<file path="src/rtl/exp_ctrl_pkg.sv">
// Shared definitions for the expand-kernel write-address configuration controller:
// default widths, FSM state encoding and the bank-index width helper.
package exp_ctrl_pkg;

  localparam int DEF_ADDR_W      = 7;
  localparam int DEF_DEPTH_W     = 6;
  localparam int DEF_DIM_W       = 7;
  localparam int DEF_NUM_BANKS   = 2;
  localparam int DEF_BANK_STRIDE = 64;
  localparam int DEF_WADDR_W     = 7;
  localparam int DEF_TOT_W       = 10;

  typedef logic [1:0] state_t;

  localparam state_t ST_IDLE = 2'd0;
  localparam state_t ST_RUN  = 2'd1;
  localparam state_t ST_DONE = 2'd2;

  // Width of a bank index; never below one bit so the port always exists.
  function automatic int bank_idx_w(input int n);
    return (n > 1) ? $clog2(n) : 1;
  endfunction

endpackage

</file>
<file path="src/rtl/write_config_exp_ctrl_if.sv">
// Bus between the layer sequencer (master) and the write-address controller (slave).
interface write_config_exp_ctrl_if
  import exp_ctrl_pkg::*;
#(
  parameter int ADDR_W    = DEF_ADDR_W,
  parameter int DEPTH_W   = DEF_DEPTH_W,
  parameter int DIM_W     = DEF_DIM_W,
  parameter int NUM_BANKS = DEF_NUM_BANKS,
  parameter int WADDR_W   = DEF_WADDR_W,
  parameter int TOT_W     = DEF_TOT_W
);

  localparam int BANK_W = bank_idx_w(NUM_BANKS);

  logic                start_i;
  logic                mode_3x3_i;
  logic [ADDR_W-1:0]   one_ker_addr_limit_i;
  logic [DEPTH_W-1:0]  ker_depth_i;
  logic [DIM_W-1:0]    layer_dimension_i;
  logic                chk_nxt_addr_limt_i;
  logic [WADDR_W-1:0]  wr_start_addr_o;
  logic [WADDR_W-1:0]  wr_end_addr_o;
  logic [BANK_W-1:0]   bank_sel_o;
  logic [TOT_W-1:0]    tot_addr_limit_o;
  logic                busy_o;
  logic                fire_end_flag_o;
  logic                cfg_err_o;

  modport slave (
    input  start_i, mode_3x3_i, one_ker_addr_limit_i, ker_depth_i,
           layer_dimension_i, chk_nxt_addr_limt_i,
    output wr_start_addr_o, wr_end_addr_o, bank_sel_o, tot_addr_limit_o,
           busy_o, fire_end_flag_o, cfg_err_o
  );

  modport master (
    output start_i, mode_3x3_i, one_ker_addr_limit_i, ker_depth_i,
           layer_dimension_i, chk_nxt_addr_limt_i,
    input  wr_start_addr_o, wr_end_addr_o, bank_sel_o, tot_addr_limit_o,
           busy_o, fire_end_flag_o, cfg_err_o
  );

endinterface

</file>
<file path="src/rtl/exp_bank_rotator.sv">
// Rotating bank index plus the registered base/end write addresses of the active bank.
// The address outputs trail the internal bank index by one edge.
module exp_bank_rotator
  import exp_ctrl_pkg::*;
#(
  parameter int NUM_BANKS   = DEF_NUM_BANKS,
  parameter int BANK_STRIDE = DEF_BANK_STRIDE,
  parameter int ADDR_W      = DEF_ADDR_W,
  parameter int WADDR_W     = DEF_WADDR_W,
  parameter int BANK_W      = bank_idx_w(NUM_BANKS)
) (
  input  logic               clk_i,
  input  logic               rst_n_i,
  input  logic               clear_i,
  input  logic               advance_i,
  input  logic [ADDR_W-1:0]  space_i,
  output logic [BANK_W-1:0]  bank_sel_o,
  output logic [WADDR_W-1:0] wr_start_addr_o,
  output logic [WADDR_W-1:0] wr_end_addr_o
);

  logic [BANK_W-1:0]  bank_q, bank_d;
  logic [BANK_W-1:0]  sel_q;
  logic [WADDR_W-1:0] start_q, end_q;
  logic [WADDR_W-1:0] base_d, end_d;

  // Next bank: a restart returns to bank 0, an advance steps and wraps at the last bank.
  always_comb begin
    bank_d = bank_q;
    if (clear_i) begin
      bank_d = '0;
    end else if (advance_i) begin
      bank_d = (bank_q == BANK_W'(NUM_BANKS - 1)) ? '0 : bank_q + BANK_W'(1);
    end
  end

  assign base_d = WADDR_W'(bank_q) * WADDR_W'(BANK_STRIDE);
  assign end_d  = base_d + WADDR_W'(space_i);

  // Bank index and the address registers that publish it one edge later.
  always_ff @(posedge clk_i or negedge rst_n_i) begin
    if (!rst_n_i) begin
      bank_q  <= '0;
      sel_q   <= '0;
      start_q <= '0;
      end_q   <= '0;
    end else begin
      bank_q  <= bank_d;
      sel_q   <= bank_q;
      start_q <= base_d;
      end_q   <= end_d;
    end
  end

  assign bank_sel_o      = sel_q;
  assign wr_start_addr_o = start_q;
  assign wr_end_addr_o   = end_q;

endmodule

</file>
<file path="src/rtl/write_config_exp_ctrl.sv">
// Write-address configuration controller for the expand-kernel weight buffers.
// Latches the layer configuration on start, counts kernel depth and rows per
// bank-complete pulse, and raises the fire-end flag when the layer finishes.
module write_config_exp_ctrl
  import exp_ctrl_pkg::*;
#(
  parameter int ADDR_W      = DEF_ADDR_W,
  parameter int DEPTH_W     = DEF_DEPTH_W,
  parameter int DIM_W       = DEF_DIM_W,
  parameter int NUM_BANKS   = DEF_NUM_BANKS,
  parameter int BANK_STRIDE = DEF_BANK_STRIDE,
  parameter int WADDR_W     = DEF_WADDR_W,
  parameter int TOT_W       = DEF_TOT_W
) (
  input logic                    clk_i,
  input logic                    rst_n_i,
  write_config_exp_ctrl_if.slave bus
);

  localparam int BANK_W = bank_idx_w(NUM_BANKS);

  state_t             state_q, state_d;
  logic [ADDR_W-1:0]  space_q, space_d;
  logic [DEPTH_W-1:0] depth_q, depth_d;
  logic [DIM_W-1:0]   dim_q, dim_d;
  logic [TOT_W-1:0]   tot_q, tot_d;
  logic [DEPTH_W-1:0] ker_cnt_q, ker_cnt_d;
  logic [DIM_W-1:0]   row_cnt_q, row_cnt_d;
  logic               row_flag_q, row_flag_d;
  logic               fire_q, fire_d;
  logic               cfg_err_q, cfg_err_d;

  logic               start_ok;
  logic               start_bad;
  logic               last_row_end;
  logic               chk_ok;
  logic [TOT_W-1:0]   lim_ext;

  assign start_ok     = bus.start_i && (bus.one_ker_addr_limit_i != '0);
  assign start_bad    = bus.start_i && (bus.one_ker_addr_limit_i == '0);
  assign last_row_end = (state_q == ST_RUN) && row_flag_q && (row_cnt_q == dim_q);
  // A chk landing on the final row-end edge is dropped: the layer is over at that edge.
  assign chk_ok       = !bus.start_i && (state_q == ST_RUN) && bus.chk_nxt_addr_limt_i
                        && !last_row_end;
  assign lim_ext      = TOT_W'(bus.one_ker_addr_limit_i);

  // FSM, configuration latch and kernel/row counters; a start always wins over chk.
  always_comb begin
    state_d    = state_q;
    space_d    = space_q;
    depth_d    = depth_q;
    dim_d      = dim_q;
    tot_d      = tot_q;
    ker_cnt_d  = ker_cnt_q;
    row_cnt_d  = row_cnt_q;
    row_flag_d = row_flag_q;
    fire_d     = fire_q;
    cfg_err_d  = start_bad;
    if (start_ok) begin
      state_d    = ST_RUN;
      space_d    = bus.one_ker_addr_limit_i - ADDR_W'(1);
      depth_d    = bus.ker_depth_i;
      dim_d      = bus.layer_dimension_i;
      tot_d      = bus.mode_3x3_i ? (lim_ext << 2) - TOT_W'(1) : lim_ext - TOT_W'(1);
      ker_cnt_d  = '0;
      row_cnt_d  = '0;
      row_flag_d = 1'b0;
      fire_d     = 1'b0;
    end else if (!bus.start_i) begin
      row_flag_d = chk_ok && (ker_cnt_q == depth_q);
      if (chk_ok) begin
        ker_cnt_d = (ker_cnt_q == depth_q) ? '0 : ker_cnt_q + DEPTH_W'(1);
      end
      if ((state_q == ST_RUN) && row_flag_q) begin
        if (row_cnt_q == dim_q) begin
          row_cnt_d = '0;
          fire_d    = 1'b1;
          state_d   = ST_DONE;
        end else begin
          row_cnt_d = row_cnt_q + DIM_W'(1);
        end
      end
    end
  end

  // Controller state registers.
  always_ff @(posedge clk_i or negedge rst_n_i) begin
    if (!rst_n_i) begin
      state_q    <= ST_IDLE;
      space_q    <= '0;
      depth_q    <= '0;
      dim_q      <= '0;
      tot_q      <= '0;
      ker_cnt_q  <= '0;
      row_cnt_q  <= '0;
      row_flag_q <= 1'b0;
      fire_q     <= 1'b0;
      cfg_err_q  <= 1'b0;
    end else begin
      state_q    <= state_d;
      space_q    <= space_d;
      depth_q    <= depth_d;
      dim_q      <= dim_d;
      tot_q      <= tot_d;
      ker_cnt_q  <= ker_cnt_d;
      row_cnt_q  <= row_cnt_d;
      row_flag_q <= row_flag_d;
      fire_q     <= fire_d;
      cfg_err_q  <= cfg_err_d;
    end
  end

  exp_bank_rotator #(
    .NUM_BANKS   (NUM_BANKS),
    .BANK_STRIDE (BANK_STRIDE),
    .ADDR_W      (ADDR_W),
    .WADDR_W     (WADDR_W),
    .BANK_W      (BANK_W)
  ) u_rotator (
    .clk_i           (clk_i),
    .rst_n_i         (rst_n_i),
    .clear_i         (start_ok),
    .advance_i       (chk_ok),
    .space_i         (space_q),
    .bank_sel_o      (bus.bank_sel_o),
    .wr_start_addr_o (bus.wr_start_addr_o),
    .wr_end_addr_o   (bus.wr_end_addr_o)
  );

  assign bus.tot_addr_limit_o = tot_q;
  assign bus.busy_o           = (state_q == ST_RUN);
  assign bus.fire_end_flag_o  = fire_q;
  assign bus.cfg_err_o        = cfg_err_q;

endmodule
</file>
<file path="src/flat_wrapper.sv">
// flat-port wrapper written by rule: the top's interface ports become plain ports
module write_config_exp_ctrl_flat import exp_ctrl_pkg::*;
#(
  parameter int ADDR_W      = DEF_ADDR_W,
  parameter int DEPTH_W     = DEF_DEPTH_W,
  parameter int DIM_W       = DEF_DIM_W,
  parameter int NUM_BANKS   = DEF_NUM_BANKS,
  parameter int BANK_STRIDE = DEF_BANK_STRIDE,
  parameter int WADDR_W     = DEF_WADDR_W,
  parameter int TOT_W       = DEF_TOT_W
)
  (clk_i, rst_n_i, bus_start_i, bus_mode_3x3_i, bus_one_ker_addr_limit_i, bus_ker_depth_i, bus_layer_dimension_i, bus_chk_nxt_addr_limt_i, bus_wr_start_addr_o, bus_wr_end_addr_o, bus_bank_sel_o, bus_tot_addr_limit_o, bus_busy_o, bus_fire_end_flag_o, bus_cfg_err_o);
  write_config_exp_ctrl_if #(.ADDR_W(ADDR_W), .DEPTH_W(DEPTH_W), .DIM_W(DIM_W), .NUM_BANKS(NUM_BANKS), .WADDR_W(WADDR_W), .TOT_W(TOT_W)) bus_i ();
  input logic clk_i;
  input logic rst_n_i;
  input wire logic [$bits(bus_i.start_i)-1:0] bus_start_i;
  input wire logic [$bits(bus_i.mode_3x3_i)-1:0] bus_mode_3x3_i;
  input wire logic [$bits(bus_i.one_ker_addr_limit_i)-1:0] bus_one_ker_addr_limit_i;
  input wire logic [$bits(bus_i.ker_depth_i)-1:0] bus_ker_depth_i;
  input wire logic [$bits(bus_i.layer_dimension_i)-1:0] bus_layer_dimension_i;
  input wire logic [$bits(bus_i.chk_nxt_addr_limt_i)-1:0] bus_chk_nxt_addr_limt_i;
  output wire logic [$bits(bus_i.wr_start_addr_o)-1:0] bus_wr_start_addr_o;
  output wire logic [$bits(bus_i.wr_end_addr_o)-1:0] bus_wr_end_addr_o;
  output wire logic [$bits(bus_i.bank_sel_o)-1:0] bus_bank_sel_o;
  output wire logic [$bits(bus_i.tot_addr_limit_o)-1:0] bus_tot_addr_limit_o;
  output wire logic [$bits(bus_i.busy_o)-1:0] bus_busy_o;
  output wire logic [$bits(bus_i.fire_end_flag_o)-1:0] bus_fire_end_flag_o;
  output wire logic [$bits(bus_i.cfg_err_o)-1:0] bus_cfg_err_o;
  assign bus_i.start_i = bus_start_i;
  assign bus_i.mode_3x3_i = bus_mode_3x3_i;
  assign bus_i.one_ker_addr_limit_i = bus_one_ker_addr_limit_i;
  assign bus_i.ker_depth_i = bus_ker_depth_i;
  assign bus_i.layer_dimension_i = bus_layer_dimension_i;
  assign bus_i.chk_nxt_addr_limt_i = bus_chk_nxt_addr_limt_i;
  assign bus_wr_start_addr_o = bus_i.wr_start_addr_o;
  assign bus_wr_end_addr_o = bus_i.wr_end_addr_o;
  assign bus_bank_sel_o = bus_i.bank_sel_o;
  assign bus_tot_addr_limit_o = bus_i.tot_addr_limit_o;
  assign bus_busy_o = bus_i.busy_o;
  assign bus_fire_end_flag_o = bus_i.fire_end_flag_o;
  assign bus_cfg_err_o = bus_i.cfg_err_o;
  write_config_exp_ctrl #(.ADDR_W(ADDR_W), .DEPTH_W(DEPTH_W), .DIM_W(DIM_W), .NUM_BANKS(NUM_BANKS), .BANK_STRIDE(BANK_STRIDE), .WADDR_W(WADDR_W), .TOT_W(TOT_W)) u_core (.clk_i(clk_i), .rst_n_i(rst_n_i), .bus(bus_i));
endmodule
</file>
<file path="config.mk">
export PLATFORM = sky130hd
export DESIGN_NAME = write_config_exp_ctrl_flat
export DESIGN_NICKNAME = d
export VERILOG_FILES = /design/src/rtl/exp_ctrl_pkg.sv /design/src/rtl/write_config_exp_ctrl_if.sv /design/src/rtl/exp_bank_rotator.sv /design/src/rtl/write_config_exp_ctrl.sv /design/src/flat_wrapper.sv
export SDC_FILE = /design/constraint.sdc
export NUM_CORES = 1
export LEC_CHECK = 0
export ABC_CLOCK_PERIOD_IN_PS = 2200
export BUFFER_PORTS_ARGS = -buffer_cell sky130_fd_sc_hd__buf_4
export CORE_MARGIN = 5
export CORE_UTILIZATION = 45
export DETAILED_ROUTE_END_ITERATION = 8
export PLACE_DENSITY_LB_ADDON = 0.15
export SYNTH_ARGS = -nofsm -noshare
export SYNTH_HDL_FRONTEND = slang
export SYNTH_SLANG_ARGS = --single-unit
</file>
<file path="constraint.sdc">
create_clock -name clk_i -period 2.2 [get_ports clk_i]
set_input_delay 0.44 -clock clk_i [delete_from_list [all_inputs] [get_ports clk_i]]
set_output_delay 0.44 -clock clk_i [all_outputs]
set_load 0.01 [all_outputs]
</file>
==> impl_metrics.tcl <==
set metrics [dict create \
    cts_buffers 5 \
    clk_latency_ps 310 \
    core_area_sq_um 5540 \
    cts_root_buf "clkbuf_8" \
    setup_viol 0 \
    boundaryPins 53 \
    die_w_microns 86.0 \
    drive_gt1_share_pct 20.3 \
    start_util_pct 46.9 \
    r2r_end "u_core.ker_cnt_q[3]$_DFFE_PN0P_" \
    core.rowCount 27 \
    seq_area_frac_synth_pct 54.0 \
    rrSetupSlack_ps 350 \
    grt_usage_pct 15.2 \
    die_area_sq_um 7390 \
    critical_path.slowest_cell "dfrtp_1" \
    synth_area_sq_um 2600 \
    gp_congestion 0.774 \
    max-cap-violations 0 \
    cp.required_ps 2400 \
    peakVddDrop_uv 275 \
    ant_nets 0 \
    skew_ps 7.84 \
    power.switching_mw 0.545 \
    crit_path_max_incr_delay_ps 430 \
    relSlewSlack_pct 53.7 \
    htree_levels 2 \
    cts_sinks 56 \
    endpoint_kind "flip-flop" \
    seqPwrFrac_pct 56.4 \
    post-dp-hpwl_microns 3780 \
    synth.avg_cell_area_sq_um 9.51 \
    slew_viol_final 0 \
    tns_ps 0 \
    worstHoldPathType "input port to async pin" \
    syn_inst 273 \
    clockBufferDepth 2 \
    tritoncts "done" \
    pwr-share-clk_pct 28.0 \
    ys_warn_count 0 \
    pwr-share-comb_pct 15.5 \
    vias 1943 \
    power_density_nw_per_um2 665 \
    met2_usage_pct 24.0 \
    wl_per_cell_microns 13.3 \
    drt-vias-per-instance 4.96 \
    fin_crit_sh_pct 83.9 \
    ys_types 39 \
    firstDrtPassIters 4 \
    crit_type "flip-flop to flip-flop" \
    fp.dieH_microns 86.0 \
    hold_violations 0 \
    drt_iter0_drc 104 \
    fillers 515 \
    dpl_cell_area_sq_um 3000 \
    r2r-start "u_core.row_cnt_q[3]$_DFFE_PN0P_" \
    stdcell_area_sq_um 3090 \
    met3_usage_pct 2.79 \
    finalCriticalPeriod_ps 1850 \
    cts_resized 0 \
    rsz0062_at_grt "no" \
    worstPathCellList "xor2_1 > nor4_2 > a41o_1 > nand2b_2 > o22ai_1" \
    port_buffers 46 \
    max_freq_mhz 542 \
    grt_start_max_net_pins 57 \
    fin_nets 348 \
    grt_overflow 0 \
    top_usage_layer "met2" \
    grt_pass1_vias 1900 \
    status "finished clean" \
    grt_pass1_wl_microns 9070 \
    diodes 0 \
    cp.arrival_ps 2040 \
    leakagePower_nw 1.50 \
    r2r_cells 5 \
    cts_setup_buffers 0 \
    cts-hold-fix-buffers 0 \
    internal_power_mw 1.51 \
    drc 0 \
    cp_max_fo 10 \
    wirelength_microns 5230 \
    fin_total_pwr_mw 2.06 \
    ys_seq_elements 56 \
    antenna_found_initial 0 \
    critical_path.startpoint_type "flip-flop" \
    worst_pin_slew_ps 694 \
    area_delta_synth_final_pct 19.1 \
    grt_util_met1_pct 20.9 \
    clk_pin_slew_worst_paths_ps 100 \
    swShare_pct 26.5 \
]
[worst max-delay path, delay by kind of cell (launching register included)]
family,cells,cell delay [ps]
XOR/XNOR,1,180
AND/OR/NAND/NOR,2,590
AO/OA/AOI/OAI,2,540
flip-flops,1,430
[registers in the layout, indices dropped and copies added, names as in the netlist]
register,count
u_core.bus.cfg_err_o,1
u_core.row_flag_q,1
u_core.u_rotator.wr_start_addr_o,1
u_core.dim_q,7
u_core.u_rotator.bank_q,1
u_core.depth_q,6
u_core.u_rotator.wr_end_addr_o,7
u_core.space_q,7
u_core.state_q,2
u_core.row_cnt_q,7
u_core.bus.tot_addr_limit_o,10
u_core.ker_cnt_q,6
[area by class of cell]
type	instances	area [sq um]	area share [%]
Sequential cell	56	1400	45.3
Multi-Input combinational cell	199	1090	35.2
Timing Repair Buffer	51	395	12.8
Tap cell	72	90.1	2.91
Clock buffer	7	86.3	2.79
Inverter	6	22.5	0.728
Clock inverter	1	7.51	0.243
[synthesized netlist by cell type]
| cell | instances | area, sq um |
|---|---|---|
| o31ai_1 | 1 | 7.51 |
| a21oi_1 | 10 | 50.1 |
| nand3b_1 | 2 | 15.0 |
| nand2_1 | 76 | 285 |
| nand2b_2 | 1 | 8.76 |
| mux2i_1 | 1 | 10.0 |
| conb_1 | 1 | 3.75 |
| o21a_1 | 1 | 7.51 |
| mux2_2 | 2 | 22.5 |
| a31oi_1 | 7 | 43.8 |
| a41o_1 | 1 | 10.0 |
| and2b_1 | 1 | 7.51 |
| and3_1 | 4 | 25.0 |
| ha_1 | 4 | 50.1 |
| or3_1 | 1 | 6.26 |
| or3b_1 | 1 | 8.76 |
| nor4_1 | 2 | 12.5 |
| nor3b_1 | 3 | 22.5 |
| xnor2_1 | 6 | 52.6 |
| o32ai_1 | 1 | 8.76 |
| clkbuf_1 | 5 | 18.8 |
| a21bo_2 | 1 | 10.0 |
| o22ai_1 | 4 | 25.0 |
| nor2b_1 | 1 | 6.26 |
| a211oi_1 | 1 | 7.51 |
| a21o_1 | 1 | 7.51 |
| or2_2 | 1 | 6.26 |
| a21boi_2 | 1 | 11.3 |
| nand2b_1 | 1 | 6.26 |
| buf_4 | 9 | 67.6 |
| o21ai_0 | 17 | 85.1 |
| nand3_1 | 12 | 60.1 |
| buf_2 | 3 | 15.0 |
| xor2_1 | 14 | 123 |
| nor2_1 | 10 | 37.5 |
| dfrtp_1 | 56 | 1400 |
| nor4_2 | 1 | 12.5 |
| nor3_1 | 3 | 15.0 |
| inv_1 | 6 | 22.5 |
[worst max path at each step]
stage                                                from  slack [ps]                              end  depth (start not counted)
after floorplan           u_core.row_cnt_q[3]$_DFFE_PN0P_         530  u_core.ker_cnt_q[3]$_DFFE_PN0P_                          6
after global placement        bus_one_ker_addr_limit_i[2]         260  u_core.ker_cnt_q[2]$_DFFE_PN0P_                          7
after detailed placement      bus_one_ker_addr_limit_i[2]         240  u_core.ker_cnt_q[5]$_DFFE_PN0P_                          7
after CTS                 u_core.row_cnt_q[3]$_DFFE_PN0P_         350  u_core.ker_cnt_q[3]$_DFFE_PN0P_                          5
after global routing      u_core.row_cnt_q[3]$_DFFE_PN0P_         240  u_core.ker_cnt_q[5]$_DFFE_PN0P_                          5
final                     u_core.row_cnt_q[3]$_DFFE_PN0P_         350  u_core.ker_cnt_q[3]$_DFFE_PN0P_                          5
[through the flow]
stage	utilization, %	setup WS, ps	hold WS, ps	cells
2_1_floorplan	-	529	144	278
3_3_place_gp	54.1	260	364	384
3_5_place_dp	54.1	236	369	384
4_1_cts	55.8	354	195	392
5_1_grt	55.8	243	240	392
6_report	55.8	355	161	392
[routing by layer]
metal  share of wire [%]  up-vias  routed length (microns)
li1                    -      993                        -
met1                  48      907                     2490
met2                  46       36                     2420
met3                 4.7        7                      244
met4                 1.4        0                       74
met5                   0        -                        0
[cells in the final DEF (no fill, tap or decap), types with 2 or more instances in the layout]
cell	synthesis	layout
nand2_1	76	76
dfrtp_1	56	56
buf_4	9	50
o21ai_0	17	17
xor2_1	14	14
nand3_1	12	12
nor2_1	10	10
a21oi_1	10	10
a31oi_1	7	7
inv_1	6	6
xnor2_1	6	6
conb_1	1	6
clkbuf_8	0	6
and3_1	4	4
o22ai_1	4	4
ha_1	4	4
nor3b_1	3	3
nor3_1	3	3
nor4_1	2	2
nand3b_1	2	2
mux2_2	2	2
[power by group through the flow]
| stage | Clock [mW] | Combinational, mW | Sequential, mW |
|---|---|---|---|
| after floorplan | 0 | 0.161 | 1.19 |
| after global placement | 0 | 0.319 | 1.18 |
| after detailed placement | 0 | 0.323 | 1.18 |
| after CTS | 0.594 | 0.325 | 1.16 |
| after global routing | 0.626 | 0.360 | 1.17 |
| final | 0.577 | 0.319 | 1.16 |
[logic make-up (layout without fill, tap and decap cells)]
kind of cell / Yosys count / in the layout / synth area share [%]
AOI/OAI and AO/OA: 46 / 46 / 10.6
buffers and inverters: 23 / 65 / 4.77
muxes: 3 / 3 / 1.25
and+or+nand+nor: 120 / 120 / 20.6
DFF: 56 / 56 / 54.0
xor gates and xnor gates: 20 / 20 / 6.75
other: 1 / 6 / 0.144
adders and majority gates: 4 / 4 / 1.93
(Power assumes the default switching activity.)
